===== config.mk =====
export PLATFORM = sky130hd
export DESIGN_NAME = nubus_master_arbiter
export DESIGN_NICKNAME = d
export VERILOG_FILES = /design/src/rtl/nubus_arb_pkg.sv /design/src/rtl/nubus_rr_picker.sv /design/src/rtl/nubus_master_arbiter.sv
export SDC_FILE = /design/constraint.sdc
export NUM_CORES = 1
export LEC_CHECK = 0
export CORE_UTILIZATION = 40
export DETAILED_ROUTE_END_ITERATION = 8
export GPL_ROUTABILITY_DRIVEN = 0
export GPL_TIMING_DRIVEN = 0
export PLACE_DENSITY = 0.76
export REMOVE_ABC_BUFFERS = 1
export SYNTH_ARGS = -nofsm -noshare
export SYNTH_HDL_FRONTEND = slang
export SYNTH_SLANG_ARGS = --single-unit

===== constraint.sdc =====
create_clock -name nub_clkn -period 3.1 [get_ports nub_clkn]
set_clock_uncertainty 0.15 [all_clocks]
set_input_delay 0.93 -clock nub_clkn [delete_from_list [all_inputs] [get_ports nub_clkn]]
set_output_delay 0.93 -clock nub_clkn [all_outputs]
set_load 0.02 [all_outputs]

===== src/rtl/nubus_arb_pkg.sv =====
// Shared types and constants for the NuBus master arbiter.
//   arb_state_e : arbiter FSM states
//   ADDR_W, DATA_W, BE_W : width of one requester's address, data and
//                          byte-enable slice on the flattened request buses
package nubus_arb_pkg;

   typedef enum logic [1:0] {
      ARB_IDLE   = 2'd0,
      ARB_GRANT  = 2'd1,
      ARB_GAP    = 2'd2,
      ARB_LOCKED = 2'd3
   } arb_state_e;

   localparam int ADDR_W = 32;
   localparam int DATA_W = 32;
   localparam int BE_W   = 4;

endpackage


===== src/rtl/nubus_rr_picker.sv =====
// Combinational round-robin priority select.
//   req   : request vector
//   ptr   : index of the last winner; search starts at ptr+1 and wraps
//   grant : one-hot winner (0 when no request)
//   idx   : binary index of the winner
//   any   : at least one request present
module nubus_rr_picker #(
   parameter int NREQ  = 2,
   parameter int IDX_W = 1
) (
   input  logic [NREQ-1:0]  req,
   input  logic [IDX_W-1:0] ptr,
   output logic [NREQ-1:0]  grant,
   output logic [IDX_W-1:0] idx,
   output logic             any
);

   logic             found;
   int               cand;
   logic [IDX_W-1:0] cand_idx;

   always_comb begin
      found    = 1'b0;
      cand     = 0;
      cand_idx = '0;
      idx      = '0;
      grant    = '0;
      for (int k = 0; k < NREQ; k++) begin
         cand     = (int'(ptr) + 1 + k) % NREQ;
         cand_idx = IDX_W'(cand);
         if (!found && req[cand_idx]) begin
            found = 1'b1;
            idx   = cand_idx;
         end
      end
      if (found) grant[idx] = 1'b1;
   end

   assign any = |req;

endmodule


===== src/rtl/nubus_master_arbiter.sv =====
// Shares the NuBus master (cpu_*) port of the nubus core between NREQ local
// requesters: round-robin grant, locked back-to-back ownership, a mandatory
// idle cycle between unlocked transactions and a watchdog that aborts a
// transaction whose cpu_ready never arrives.
//   nub_clkn/nub_resetn : clock (rising edge) and async active-low reset
//   req_*               : flattened per-requester request buses / responses
//   cpu_*               : master interface toward the nubus core
//   arb_grant/arb_busy  : current owner (one-hot) and non-idle indication
module nubus_master_arbiter
   import nubus_arb_pkg::*;
#(
   parameter int NREQ           = 2,
   parameter int TIMEOUT_CLOCKS = 255,
   parameter int CNT_W          = 8
) (
   input  logic                 nub_clkn,
   input  logic                 nub_resetn,
   input  logic [NREQ-1:0]      req_valid,
   input  logic [ADDR_W*NREQ-1:0] req_addr,
   input  logic [DATA_W*NREQ-1:0] req_wdata,
   input  logic [BE_W*NREQ-1:0] req_write,
   input  logic [NREQ-1:0]      req_lock,
   output logic [NREQ-1:0]      req_ready,
   output logic [NREQ-1:0]      req_err,
   output logic [DATA_W-1:0]    req_rdata,
   output logic                 cpu_valid,
   output logic [ADDR_W-1:0]    cpu_addr,
   output logic [DATA_W-1:0]    cpu_wdata,
   output logic [BE_W-1:0]      cpu_write,
   output logic                 cpu_lock,
   input  logic                 cpu_ready,
   input  logic [DATA_W-1:0]    cpu_rdata,
   output logic [NREQ-1:0]      arb_grant,
   output logic                 arb_busy
);

   localparam int IDX_W = (NREQ > 1) ? $clog2(NREQ) : 1;
   localparam bit WD_EN = (TIMEOUT_CLOCKS != 0);
   // The abort fires on the edge at which the counter would reach TIMEOUT_CLOCKS.
   localparam logic [CNT_W-1:0] TO_LAST = CNT_W'((TIMEOUT_CLOCKS > 0) ? TIMEOUT_CLOCKS - 1 : 0);

   arb_state_e        state_q, state_d;
   logic [IDX_W-1:0]  ptr_q, ptr_d;
   logic [IDX_W-1:0]  owner_q, owner_d;
   logic [CNT_W-1:0]  cnt_q, cnt_d;
   logic              cpu_valid_q, cpu_valid_d;
   logic [ADDR_W-1:0] cpu_addr_q, cpu_addr_d;
   logic [DATA_W-1:0] cpu_wdata_q, cpu_wdata_d;
   logic [BE_W-1:0]   cpu_write_q, cpu_write_d;
   logic              cpu_lock_q, cpu_lock_d;
   logic [NREQ-1:0]   grant_q, grant_d;
   logic              busy_q;
   logic [NREQ-1:0]   ready_q, ready_d;
   logic [NREQ-1:0]   err_q, err_d;
   logic [DATA_W-1:0] rdata_q, rdata_d;

   logic [NREQ-1:0]   pick_grant;
   logic [IDX_W-1:0]  pick_idx;
   logic              pick_any;
   logic              issue;
   logic [IDX_W-1:0]  sel_idx;

   logic [ADDR_W-1:0] addr_arr  [NREQ];
   logic [DATA_W-1:0] wdata_arr [NREQ];
   logic [BE_W-1:0]   write_arr [NREQ];

   genvar gi;
   generate
      for (gi = 0; gi < NREQ; gi++) begin : g_slice
         assign addr_arr[gi]  = req_addr[gi*ADDR_W +: ADDR_W];
         assign wdata_arr[gi] = req_wdata[gi*DATA_W +: DATA_W];
         assign write_arr[gi] = req_write[gi*BE_W +: BE_W];
      end
   endgenerate

   nubus_rr_picker #(.NREQ(NREQ), .IDX_W(IDX_W)) u_pick (
      .req   (req_valid),
      .ptr   (ptr_q),
      .grant (pick_grant),
      .idx   (pick_idx),
      .any   (pick_any)
   );

   always_comb begin
      state_d     = state_q;
      ptr_d       = ptr_q;
      owner_d     = owner_q;
      cnt_d       = cnt_q;
      cpu_valid_d = cpu_valid_q;
      cpu_addr_d  = cpu_addr_q;
      cpu_wdata_d = cpu_wdata_q;
      cpu_write_d = cpu_write_q;
      cpu_lock_d  = cpu_lock_q;
      grant_d     = grant_q;
      ready_d     = '0;
      err_d       = '0;
      rdata_d     = rdata_q;
      issue       = 1'b0;
      sel_idx     = owner_q;

      case (state_q)
         ARB_IDLE: begin
            if (pick_any) begin
               issue   = 1'b1;
               sel_idx = pick_idx;
               ptr_d   = pick_idx;
               owner_d = pick_idx;
               grant_d = pick_grant;
            end
         end
         ARB_GRANT: begin
            cnt_d = cnt_q + 1'b1;
            // cpu_ready has priority over a watchdog expiry on the same edge.
            if (cpu_ready) begin
               rdata_d          = cpu_rdata;
               ready_d[owner_q] = 1'b1;
               cpu_valid_d      = 1'b0;
               if (req_lock[owner_q]) begin
                  cpu_lock_d = 1'b1;
                  state_d    = ARB_LOCKED;
               end else begin
                  cpu_lock_d = 1'b0;
                  grant_d    = '0;
                  state_d    = ARB_GAP;
               end
            end else if (WD_EN && (cnt_q == TO_LAST)) begin
               ready_d[owner_q] = 1'b1;
               err_d[owner_q]   = 1'b1;
               cpu_valid_d      = 1'b0;
               cpu_lock_d       = 1'b0;
               grant_d          = '0;
               state_d          = ARB_GAP;
            end
         end
         ARB_GAP: begin
            state_d = ARB_IDLE;
         end
         ARB_LOCKED: begin
            // Releasing the lock wins over a simultaneous new request; that
            // request is re-arbitrated from IDLE.
            if (!req_lock[owner_q]) begin
               cpu_lock_d = 1'b0;
               grant_d    = '0;
               state_d    = ARB_IDLE;
            end else if (req_valid[owner_q]) begin
               issue = 1'b1;
            end
         end
         default: state_d = ARB_IDLE;
      endcase

      if (issue) begin
         cpu_valid_d = 1'b1;
         cpu_addr_d  = addr_arr[sel_idx];
         cpu_wdata_d = wdata_arr[sel_idx];
         cpu_write_d = write_arr[sel_idx];
         cpu_lock_d  = req_lock[sel_idx];
         cnt_d       = '0;
         state_d     = ARB_GRANT;
      end
   end

   always_ff @(posedge nub_clkn or negedge nub_resetn) begin
      if (!nub_resetn) begin
         state_q     <= ARB_IDLE;
         ptr_q       <= IDX_W'(NREQ - 1);
         owner_q     <= '0;
         cnt_q       <= '0;
         cpu_valid_q <= 1'b0;
         cpu_addr_q  <= '0;
         cpu_wdata_q <= '0;
         cpu_write_q <= '0;
         cpu_lock_q  <= 1'b0;
         grant_q     <= '0;
         busy_q      <= 1'b0;
         ready_q     <= '0;
         err_q       <= '0;
         rdata_q     <= '0;
      end else begin
         state_q     <= state_d;
         ptr_q       <= ptr_d;
         owner_q     <= owner_d;
         cnt_q       <= cnt_d;
         cpu_valid_q <= cpu_valid_d;
         cpu_addr_q  <= cpu_addr_d;
         cpu_wdata_q <= cpu_wdata_d;
         cpu_write_q <= cpu_write_d;
         cpu_lock_q  <= cpu_lock_d;
         grant_q     <= grant_d;
         busy_q      <= (state_d != ARB_IDLE);
         ready_q     <= ready_d;
         err_q       <= err_d;
         rdata_q     <= rdata_d;
      end
   end

   assign req_ready = ready_q;
   assign req_err   = err_q;
   assign req_rdata = rdata_q;
   assign cpu_valid = cpu_valid_q;
   assign cpu_addr  = cpu_addr_q;
   assign cpu_wdata = cpu_wdata_q;
   assign cpu_write = cpu_write_q;
   assign cpu_lock  = cpu_lock_q;
   assign arb_grant = grant_q;
   assign arb_busy  = busy_q;

endmodule


==> impl_metrics.ini, run 1 <==
[synthesis]
yosysWarnings = 0
ys_ff_latch = 121
synth_ff_type = dfrtp_1
synth_cell_types = 39
yosysSeqAreaShare = 0.529
synth_cells = 397
synth_async_sr_flop_share = 1.00
syn_avg_cell_area_um2 = 14.4
synth_edf_count = 0
synth_area_mm2 = 0.00573

[cts]
cts_buffer_depth = 2
clock_sinks = 121
cts_buffers = 17
clock_latency_ns = 0.41
cts_root_buf = clkbuf_16
clk_pin_slew_ns = 0.05
cts_resized = 0
cts_tree = built
postCtsHoldBufs = 0
ctsHtreeMaxLevel = 4

[cells_and_area]
layout-drive-gt1-share = 0.303
num-fill-cells = 1021
register_area_mm2 = 0.00303
nets = 873
diodes = 0
area_growth_pct = 64.9
multi_input_area_mm2 = 0.00254
design_area_mm2 = 0.00945

[critical_path]
max_stage_delay_ns = 0.70
cp.required_ns = 3.24
crit_chain = clkdlybuf4s50_1 -> nand2b_1 -> o21ai_4 -> buf_12 -> mux2_2
cp.arrival_ns = 3.10
path_max_fanout = 31
slowest_stage = o21ai_4
cp-start-kind = input port
worstSetupPathType = input port to flop
endpoint_kind = flop
reg2reg_slack_ns = 0.41

[global_routing]
grt_usage = 0.209
antenna_found_initial = 0
grt-ovfl-total = 0
first_global_vias = 4780
grt_pass1_wl_um = 23300
grt_max_degree = 79

[sta]
period_needed_ns = 2.96
fmaxAchievable_mhz = 338
setup_ws_ns = 0.137
finalSetupViolCount = 0
holdWs_ns = 0.288
finalHoldViolCount = 0
rsz0062_at_grt = false
tightest_slew_ns = 0.825
relSlewSlack = 0.448
tns_ns = 0
report.final.slew_viol_count = 0
finalCritPeriodShare = 0.956

[placement]
place_area_mm2 = 0.00876
dp_slack_ns = -0.480
io_buffers = 283
post-dp-hpwl_um = 11300

[pwr]
cellPowerDensity_mw_per_mm2 = 1140
peakVddDrop_mv = 0.601
leakage_nw = 3.93

[route]
drt-total-wl_um = 14900
drc_errors = 0
first_iter_violations = 179
dr.pass1.iters = 4
dr_total_vias = 4327
wl_per_cell_um = 16.9
via_per_inst = 4.89
drtAntennaViolNets = 0

[floorplanning]
start_util = 0.411
rows = 43
die_h_um = 122
core_region_area_mm2 = 0.0139
die_w_um = 122
die_area_mm2 = 0.0148
pin_count = 284

[run]
drv_cap = 0

[worst_hold_path]
hold_path.class = input port to async pin

[outcome]
status = complete, no violations
## worst paths after layout
check | cells past startpoint | endpoint | startpoint
setup / recovery | 5 | cpu_addr[15]$_DFFE_PN0P_ | req_valid[1]
setup reg to reg | 6 | cpu_addr[15]$_DFFE_PN0P_ | state_q[0]$_DFF_PN0_
hold reg to reg | 1 | cpu_valid$_DFFE_PN0P_ | cpu_valid$_DFFE_PN0P_
min in group nub_clkn | 1 | cpu_valid$_DFFE_PN0P_ | cpu_valid$_DFFE_PN0P_
hold / removal | 1 | arb_grant[0]$_DFFE_PN0P_ | nub_resetn
max in group asynchronous | 2 | cpu_addr[23]$_DFFE_PN0P_ | nub_resetn
## Yosys cell counts, types with 2 or more instances
cell,instances,area share
mux2_1,7,0.014
o21ai_2,2,0.0031
a21oi_1,4,0.0035
nand2b_1,2,0.0022
nand4_1,3,0.0033
inv_1,6,0.0039
xor2_1,3,0.0046
nand2_1,7,0.0046
dfrtp_1,120,0.52
and3_1,2,0.0022
mux2_4,15,0.039
nor2_1,15,0.0098
nor2b_1,3,0.0033
buf_1,3,0.0020
mux2i_1,3,0.0052
a211o_1,2,0.0031
buf_6,8,0.016
a32o_1,3,0.0052
ha_1,7,0.015
nand3_1,4,0.0035
mux2_2,148,0.29
buf_2,8,0.0070
xnor2_1,4,0.0061
a31oi_1,2,0.0022
clkbuf_1,2,0.0013
## layout by cell type, fill, tap and decap left out, types with 3 or more instances in the layout
master,Yosys,routed
a21oi_1,4,4
buf_4,0,7
clkinv_2,0,5
xor2_1,3,3
nand4_1,3,3
clkbuf_16,0,17
mux2_2,148,148
mux2_1,7,7
clkdlybuf4s50_1,0,282
inv_1,6,6
mux2i_1,3,3
clkbuf_8,0,5
buf_12,0,5
bufinv_16,0,3
nand2_1,7,6
nor2_1,15,15
ha_1,7,7
nor2b_1,3,3
nand3_1,4,4
a32o_1,3,3
xnor2_1,4,4
dfrtp_1,120,120
mux2_4,15,15
## metal layers
metal | GRT usage | routed length, um
met5 | 0 | 0
met4 | 0.0887 | 333
met3 | 0.0819 | 1180
met2 | 0.377 | 7990
met1 | 0.212 | 5430
## flip-flops by register name (all words and copies together) (netlist names)
name,flops
cpu_addr,32
state_q,2
cpu_valid,1
arb_busy,1
req_ready,2
cpu_write,4
owner_q,1
cpu_wdata,32
cnt_q,8
req_rdata,32
arb_grant,2
req_err,2
cpu_lock,1
ptr_q,1
## cell type report
cell class                      instances  area share
Timing Repair Buffer                  296       0.319
Sequential cell                       121       0.321
Multi-Input combinational cell        249       0.269
Inverter                                6     0.00238
Tap cell                              180      0.0238
Clock buffer                           24      0.0531
Clock inverter                          8      0.0122
## repair_timing
| item | 4_1_cts | 5_1_grt |
|---|---|---|
| buffers inserted | 0 | 8 |
| pin swaps | 1 | 1 |
| endpoints found under the setup margin | 37 | 56 |
## per-stage QoR
stage          power (mW)   util  std cells
6_report             10.8  0.678        884
5_1_grt              11.4  0.678        884
4_1_cts              10.8  0.673        876
3_5_place_dp         8.71  0.628        844
3_3_place_gp         8.58  0.620        839
2_1_floorplan        6.32      -        376
## report_power, final
group / internal, mW / switching (mW) / total [mW]
sequential: 2.38 / 0.417 / 2.80
clock: 1.36 / 0.664 / 2.03
combinational: 3.33 / 2.64 / 5.97
total: 7.08 / 3.72 / 10.8
## worst max-delay path, delay by kind of cell
kind	cells	cell delay, ns
AO/OA/AOI/OAI	1	0.70
multiplexers	1	0.36
buffers and inverters	2	0.91
AND/OR/NAND/NOR	1	0.17
## cell families after synthesis
family	after synthesis	share of synthesized area
AOI/OAI and AO/OA	23	0.0338
and+or+nand+nor	39	0.0325
xor gates and xnor gates	7	0.0107
adders and majority gates	7	0.0153
buffers and inverters	27	0.0299
DFF	121	0.529
muxes	173	0.349
(Power assumes the default switching activity.)
==> run 2: changes to the inputs <==
--- a/config.mk
+++ b/config.mk
@@ -5,11 +5,11 @@
 export SDC_FILE = /design/constraint.sdc
 export NUM_CORES = 1
 export LEC_CHECK = 0
-export CORE_UTILIZATION = 40
+export CORE_UTILIZATION = 41
 export DETAILED_ROUTE_END_ITERATION = 8
 export GPL_ROUTABILITY_DRIVEN = 0
 export GPL_TIMING_DRIVEN = 0
-export PLACE_DENSITY = 0.76
+export PLACE_DENSITY = 0.77
 export REMOVE_ABC_BUFFERS = 1
 export SYNTH_ARGS = -nofsm -noshare
 export SYNTH_HDL_FRONTEND = slang
==> run 2 against run 1 <==
Against the previous run:
- routed wire length is 5.6% higher
- setup slack worse by 0.044 ns
- power is 2.7% lower
- sequential share of layout area is 0.44 points higher
- register-to-register slack worse by 0.04 ns
- utilization is 1.5 points higher
- non-clock buffer count is 5 lower
- hold slack better by 0.0057 ns
- critical path depth stayed put
- cell area is 1.4% lower
- count of clock-buffer cells in the layout is 5 higher
==> impl_metrics.ini, run 2 (synthesized netlist as in run 1, its figures left out) <==
[sta]
fmaxAchievable_mhz = 333
finalHoldViolCount = 0
holdWs_ns = 0.294
relSlewSlack = 0.416
finalCritPeriodShare = 0.970
period_needed_ns = 3.01
tightest_slew_ns = 0.873
finalSetupViolCount = 0
rsz0062_at_grt = false
report.final.slew_viol_count = 0
setup_ws_ns = 0.0929

[pwr]
peakVddDrop_mv = 0.592
cellPowerDensity_mw_per_mm2 = 1130
leakage_nw = 3.86
power_mw = 10.5

[critical_path]
r2r_cells = 6
worstSetupPathType = input port to flop
endpoint_kind = flop
slowest_stage = o21ai_4
path_max_fanout = 30
max_stage_delay_ns = 0.73
cp.required_ns = 3.24
crit_chain = clkdlybuf4s50_1 -> nand2b_1 -> o21ai_4 -> buf_12 -> mux2_2
cp.arrival_ns = 3.14
r2r_end = cpu_write[0]$_DFFE_PN0P_
critPathTopFamily = buffers and inverters
cp.buffers_inverters = 2
cp-start-kind = input port
reg2reg_from = state_q[0]$_DFF_PN0_
reg2reg_slack_ns = 0.37

[route]
dr.pass1.iters = 4
dr_total_vias = 4302
drc_errors = 0
first_iter_violations = 158
via_per_inst = 4.92
drt-total-wl_um = 15800
wl_per_cell_um = 18.0
drtAntennaViolNets = 0

[cells_and_area]
instances_no_fill = 874
num-fill-cells = 1008
layout_common_cells = 282 x clkdlybuf4s50_1, 148 x mux2_2, 120 x dfrtp_1
diodes = 0
nets = 868
layout-drive-gt1-share = 0.289
layout_commonest_cell = clkdlybuf4s50_1
design_area_mm2 = 0.00932
area_growth_pct = 62.6

[cts]
cts_buffers = 17
postCtsHoldBufs = 0
cts_root_buf = clkbuf_16
clock_sinks = 121
ctsHtreeMaxLevel = 4
cts_tree = built
clk_pin_slew_ns = 0.05
cts_buffer_depth = 2
clock_latency_ns = 0.41

[global_routing]
grt_usage = 0.227
grt-ovfl-total = 0
antenna_found_initial = 0
grt_pass1_wl_um = 24400
first_global_vias = 4720
grt_max_degree = 77

[placement]
io_buffers = 283
post-dp-hpwl_um = 11900
dpl.cell_count = 840
dp_slack_ns = -0.483
place_area_mm2 = 0.00875

[floorplanning]
die_w_um = 120
die_h_um = 120
core_region_area_mm2 = 0.0135
die_area_mm2 = 0.0145
rows = 42
pin_count = 284
start_util = 0.426

[worst_hold_path]
hold_path.class = input port to async pin

[run]
drv_cap = 0

[outcome]
status = complete, no violations
run 2: cell count changes in the layout (fill, tap and decap cells not counted), sizes merged:
cell	change
clkinv	-3
bufinv	-3
clkbuf	+5
buf	-5
run 2: worst max-delay path by stage:
| stage | start | end | cells after the start |
|---|---|---|---|
| floorplan | req_lock[1] | cpu_addr[0]$_DFFE_PN0P_ | 3 |
| global placement | nub_resetn | cpu_addr[17]$_DFFE_PN0P_ | 1 |
| detailed placement | req_valid[0] | cpu_wdata[5]$_DFFE_PN0P_ | 6 |
| CTS | req_valid[1] | cpu_wdata[31]$_DFFE_PN0P_ | 5 |
| global route | req_valid[1] | cpu_write[3]$_DFFE_PN0P_ | 5 |
| finish | req_valid[1] | cpu_write[0]$_DFFE_PN0P_ | 5 |
run 2: worst register-to-register path, cell delays in order (launching register included):
cell     delay [ns]
dfrtp_1        0.42
inv_1          0.12
ha_1           0.38
a31oi_1        0.15
o21ai_4        0.72
buf_12         0.28
mux2_2         0.38
run 2: per-stage QoR:
stage                util  setup TNS, ns
floorplan               -         -56.31
global placement    0.642        -645.90
detailed placement  0.650         -31.60
CTS                 0.693              0
global route        0.693              0
finish              0.693              0
run 2: power breakdown:
group	internal [mW]	switching, mW	leakage [nW]
Sequential	2.38	0.437	1.45
Clock	1.12	0.637	0.262
Combinational	3.28	2.65	2.16
Total	6.78	3.72	3.86
run 2: layer usage:
metal	global-route usage	wire (um)	vias to the layer above
met5	0	0	-
met1	0.230	5570	2111
met2	0.413	8610	157
met4	0.0980	375	0
li1	-	-	2004
met3	0.0877	1210	30
run 2: area by class of cell:
type / instances / area [um^2] / share of cell area
Inverter: 6 / 22.5 / 0.00242
Clock buffer: 29 / 520 / 0.0559
Multi-Input combinational cell: 249 / 2540 / 0.273
Tap cell: 176 / 220 / 0.0236
Timing Repair Buffer: 291 / 2980 / 0.319
Sequential cell: 121 / 3030 / 0.325
Clock inverter: 2 / 10.0 / 0.00107
run 2: repair_timing:
action,4_1_cts,5_1_grt
buffers inserted,3,0
gates resized for setup,0,0
endpoints found under the setup margin,57,0
==> run 3: changes to the inputs <==
--- a/config.mk
+++ b/config.mk
@@ -5,11 +5,13 @@
 export SDC_FILE = /design/constraint.sdc
 export NUM_CORES = 1
 export LEC_CHECK = 0
-export CORE_UTILIZATION = 41
+export CELL_PAD_IN_SITES_DETAIL_PLACEMENT = 2
+export CELL_PAD_IN_SITES_GLOBAL_PLACEMENT = 2
+export CORE_UTILIZATION = 25
 export DETAILED_ROUTE_END_ITERATION = 8
 export GPL_ROUTABILITY_DRIVEN = 0
 export GPL_TIMING_DRIVEN = 0
-export PLACE_DENSITY = 0.77
+export PLACE_DENSITY = 0.76
 export REMOVE_ABC_BUFFERS = 1
 export SYNTH_ARGS = -nofsm -noshare
 export SYNTH_HDL_FRONTEND = slang
==> run 3 against run 2 <==
Against the previous run:
- power is 5.0% higher
- hold slack got worse by 0.018 ns
- register-to-register slack hardly changed
- critical endpoint is now cpu_wdata[10]$_DFFE_PN0P_
- maximum frequency grew 2.8%
==> impl_metrics.ini, run 3 (synthesized netlist as in run 1, its figures left out) <==
[outcome]
status = complete, no violations

[sta]
finalSetupViolCount = 0
setup_ws_ns = 0.175
report.final.slew_viol_count = 0
tightest_slew_ns = 0.813
finalCritPeriodShare = 0.943
relSlewSlack = 0.458
holdWs_ns = 0.276
period_needed_ns = 2.92
rsz0062_at_grt = false
fmaxAchievable_mhz = 342
finalHoldViolCount = 0

[floorplanning]
pin_count = 284
die_w_um = 153
die_area_mm2 = 0.0235
rows = 55
start_util = 0.254
core_region_area_mm2 = 0.0226
die_h_um = 153

[cells_and_area]
design_area_mm2 = 0.00956
num-fill-cells = 2258
layout_common_cells = 282 x clkdlybuf4s50_1, 148 x mux2_2, 120 x dfrtp_1
multi_input_area_mm2 = 0.00255
nets = 868
area_growth_pct = 66.9
layout_commonest_cell = clkdlybuf4s50_1
layout-drive-gt1-share = 0.300
register_area_mm2 = 0.00303
instances_no_fill = 986

[route]
first_iter_violations = 132
drtAntennaViolNets = 0
dr.pass1.iters = 4
via_per_inst = 4.54
drc_errors = 0
dr_total_vias = 4476
drt-total-wl_um = 19600
wl_per_cell_um = 19.9

[pwr]
pwr-share-clk = 0.191
seqPwrFrac = 0.256
power.switching_mw = 4.10
p_int_mw = 6.93
pwr-share-comb = 0.553
leakage_nw = 3.91
peakVddDrop_mv = 0.423
p_sw_frac = 0.372
cellPowerDensity_mw_per_mm2 = 1150

[placement]
post-dp-hpwl_um = 14900
dp_slack_ns = -0.504
place_area_mm2 = 0.00892
io_buffers = 283
dpl.cell_count = 950

[cts]
cts_buffers = 17
cts_resized = 0
clock_sinks = 121
cts_tree = built
ctsHtreeMaxLevel = 4
cts_buffer_depth = 2
clock_latency_ns = 0.41
clk_pin_slew_ns = 0.07
cts_root_buf = clkbuf_16

[worst_hold_path]
hold_path.class = input port to async pin

[global_routing]
grt-ovfl-total = 0
antenna_found_initial = 1
grt_usage = 0.172
grt_max_degree = 83
first_global_vias = 5334
grt_pass1_wl_um = 30600

[run]
drv_cap = 0

[critical_path]
cp.required_ns = 3.24
reg2reg_from = state_q[0]$_DFF_PN0_
cp.arrival_ns = 3.07
cp-start-kind = input port
critPathLaunch = req_valid[1]
worstSetupPathType = input port to flop
path_max_fanout = 29
endpoint_kind = flop
[run 3: cell count changes in the layout (fill, tap and decap cells not counted), sizes merged, moves of 2 or more]
cell and delta:
clkbuf -11, inv +10, bufinv +2, diode +2
[run 3: final timing paths]
| check | endpoint | slack (ns) | depth (start not counted) |
|---|---|---|---|
| worst max-delay path | cpu_wdata[10]$_DFFE_PN0P_ | 0.18 | 5 |
| worst min-delay path | cpu_addr[7]$_DFFE_PN0P_ | 0.28 | 1 |
| worst max register to register | cpu_wdata[10]$_DFFE_PN0P_ | 0.38 | 6 |
| worst min register to register | cpu_valid$_DFFE_PN0P_ | 0.33 | 1 |
| max in group asynchronous | cnt_q[5]$_DFFE_PN0P_ | 1.75 | 2 |
| min in group nub_clkn | cpu_valid$_DFFE_PN0P_ | 0.33 | 1 |
[run 3: final cells by class]
type | count | area share
clock buffers | 18 | 0.0459
flip-flops and latches | 121 | 0.317
multi-input cells | 250 | 0.267
well taps | 285 | 0.0373
clock inverters | 14 | 0.0185
inverters | 6 | 0.00236
diodes | 2 | 0.000523
repair buffers | 290 | 0.312
[run 3: power groups by stage]
stage | Combinational [mW] | Clock, mW | Sequential [mW]
floorplan | 2.66 | 0 | 3.66
global placement | 5.91 | 0 | 2.80
detailed placement | 6.13 | 0 | 2.86
CTS | 6.18 | 2.17 | 2.85
global route | 6.49 | 2.24 | 2.94
finish | 6.10 | 2.10 | 2.83
[run 3: stage by stage]
stage	total power, mW	TNS, ns	util
detailed placement	9.00	-34.30	0.395
global placement	8.71	-709.04	0.389
CTS	11.2	0	0.423
finish	11.0	0	0.424
floorplan	6.32	-56.31	-
global route	11.7	0	0.424
[run 3: what timing repair did]
| item | CTS | global route |
|---|---|---|
| gates cloned | 0 | 1 |
| endpoints found under the hold margin | 0 | 0 |
| hold buffers | 0 | 0 |
| buffers inserted | 1 | 0 |
| setup endpoints to repair | 51 | 52 |
| pin swaps | 2 | 1 |
[run 3: worst max-delay path, stage by stage]
cell and delay (ns):
clkdlybuf4s50_1 0.64, nand2b_1 0.22, o21ai_4 0.61, buf_12 0.28
mux2_2 0.36
[run 3: routing by layer]
metal,share of wire,wire length [um],vias to the layer above,global-route usage
met5,0,0,-,0
met3,0.064,1250,27,0.0578
met4,0.023,449,0,0.0648
met2,0.56,11000,135,0.324
li1,-,-,2009,-
met1,0.35,6860,2305,0.175
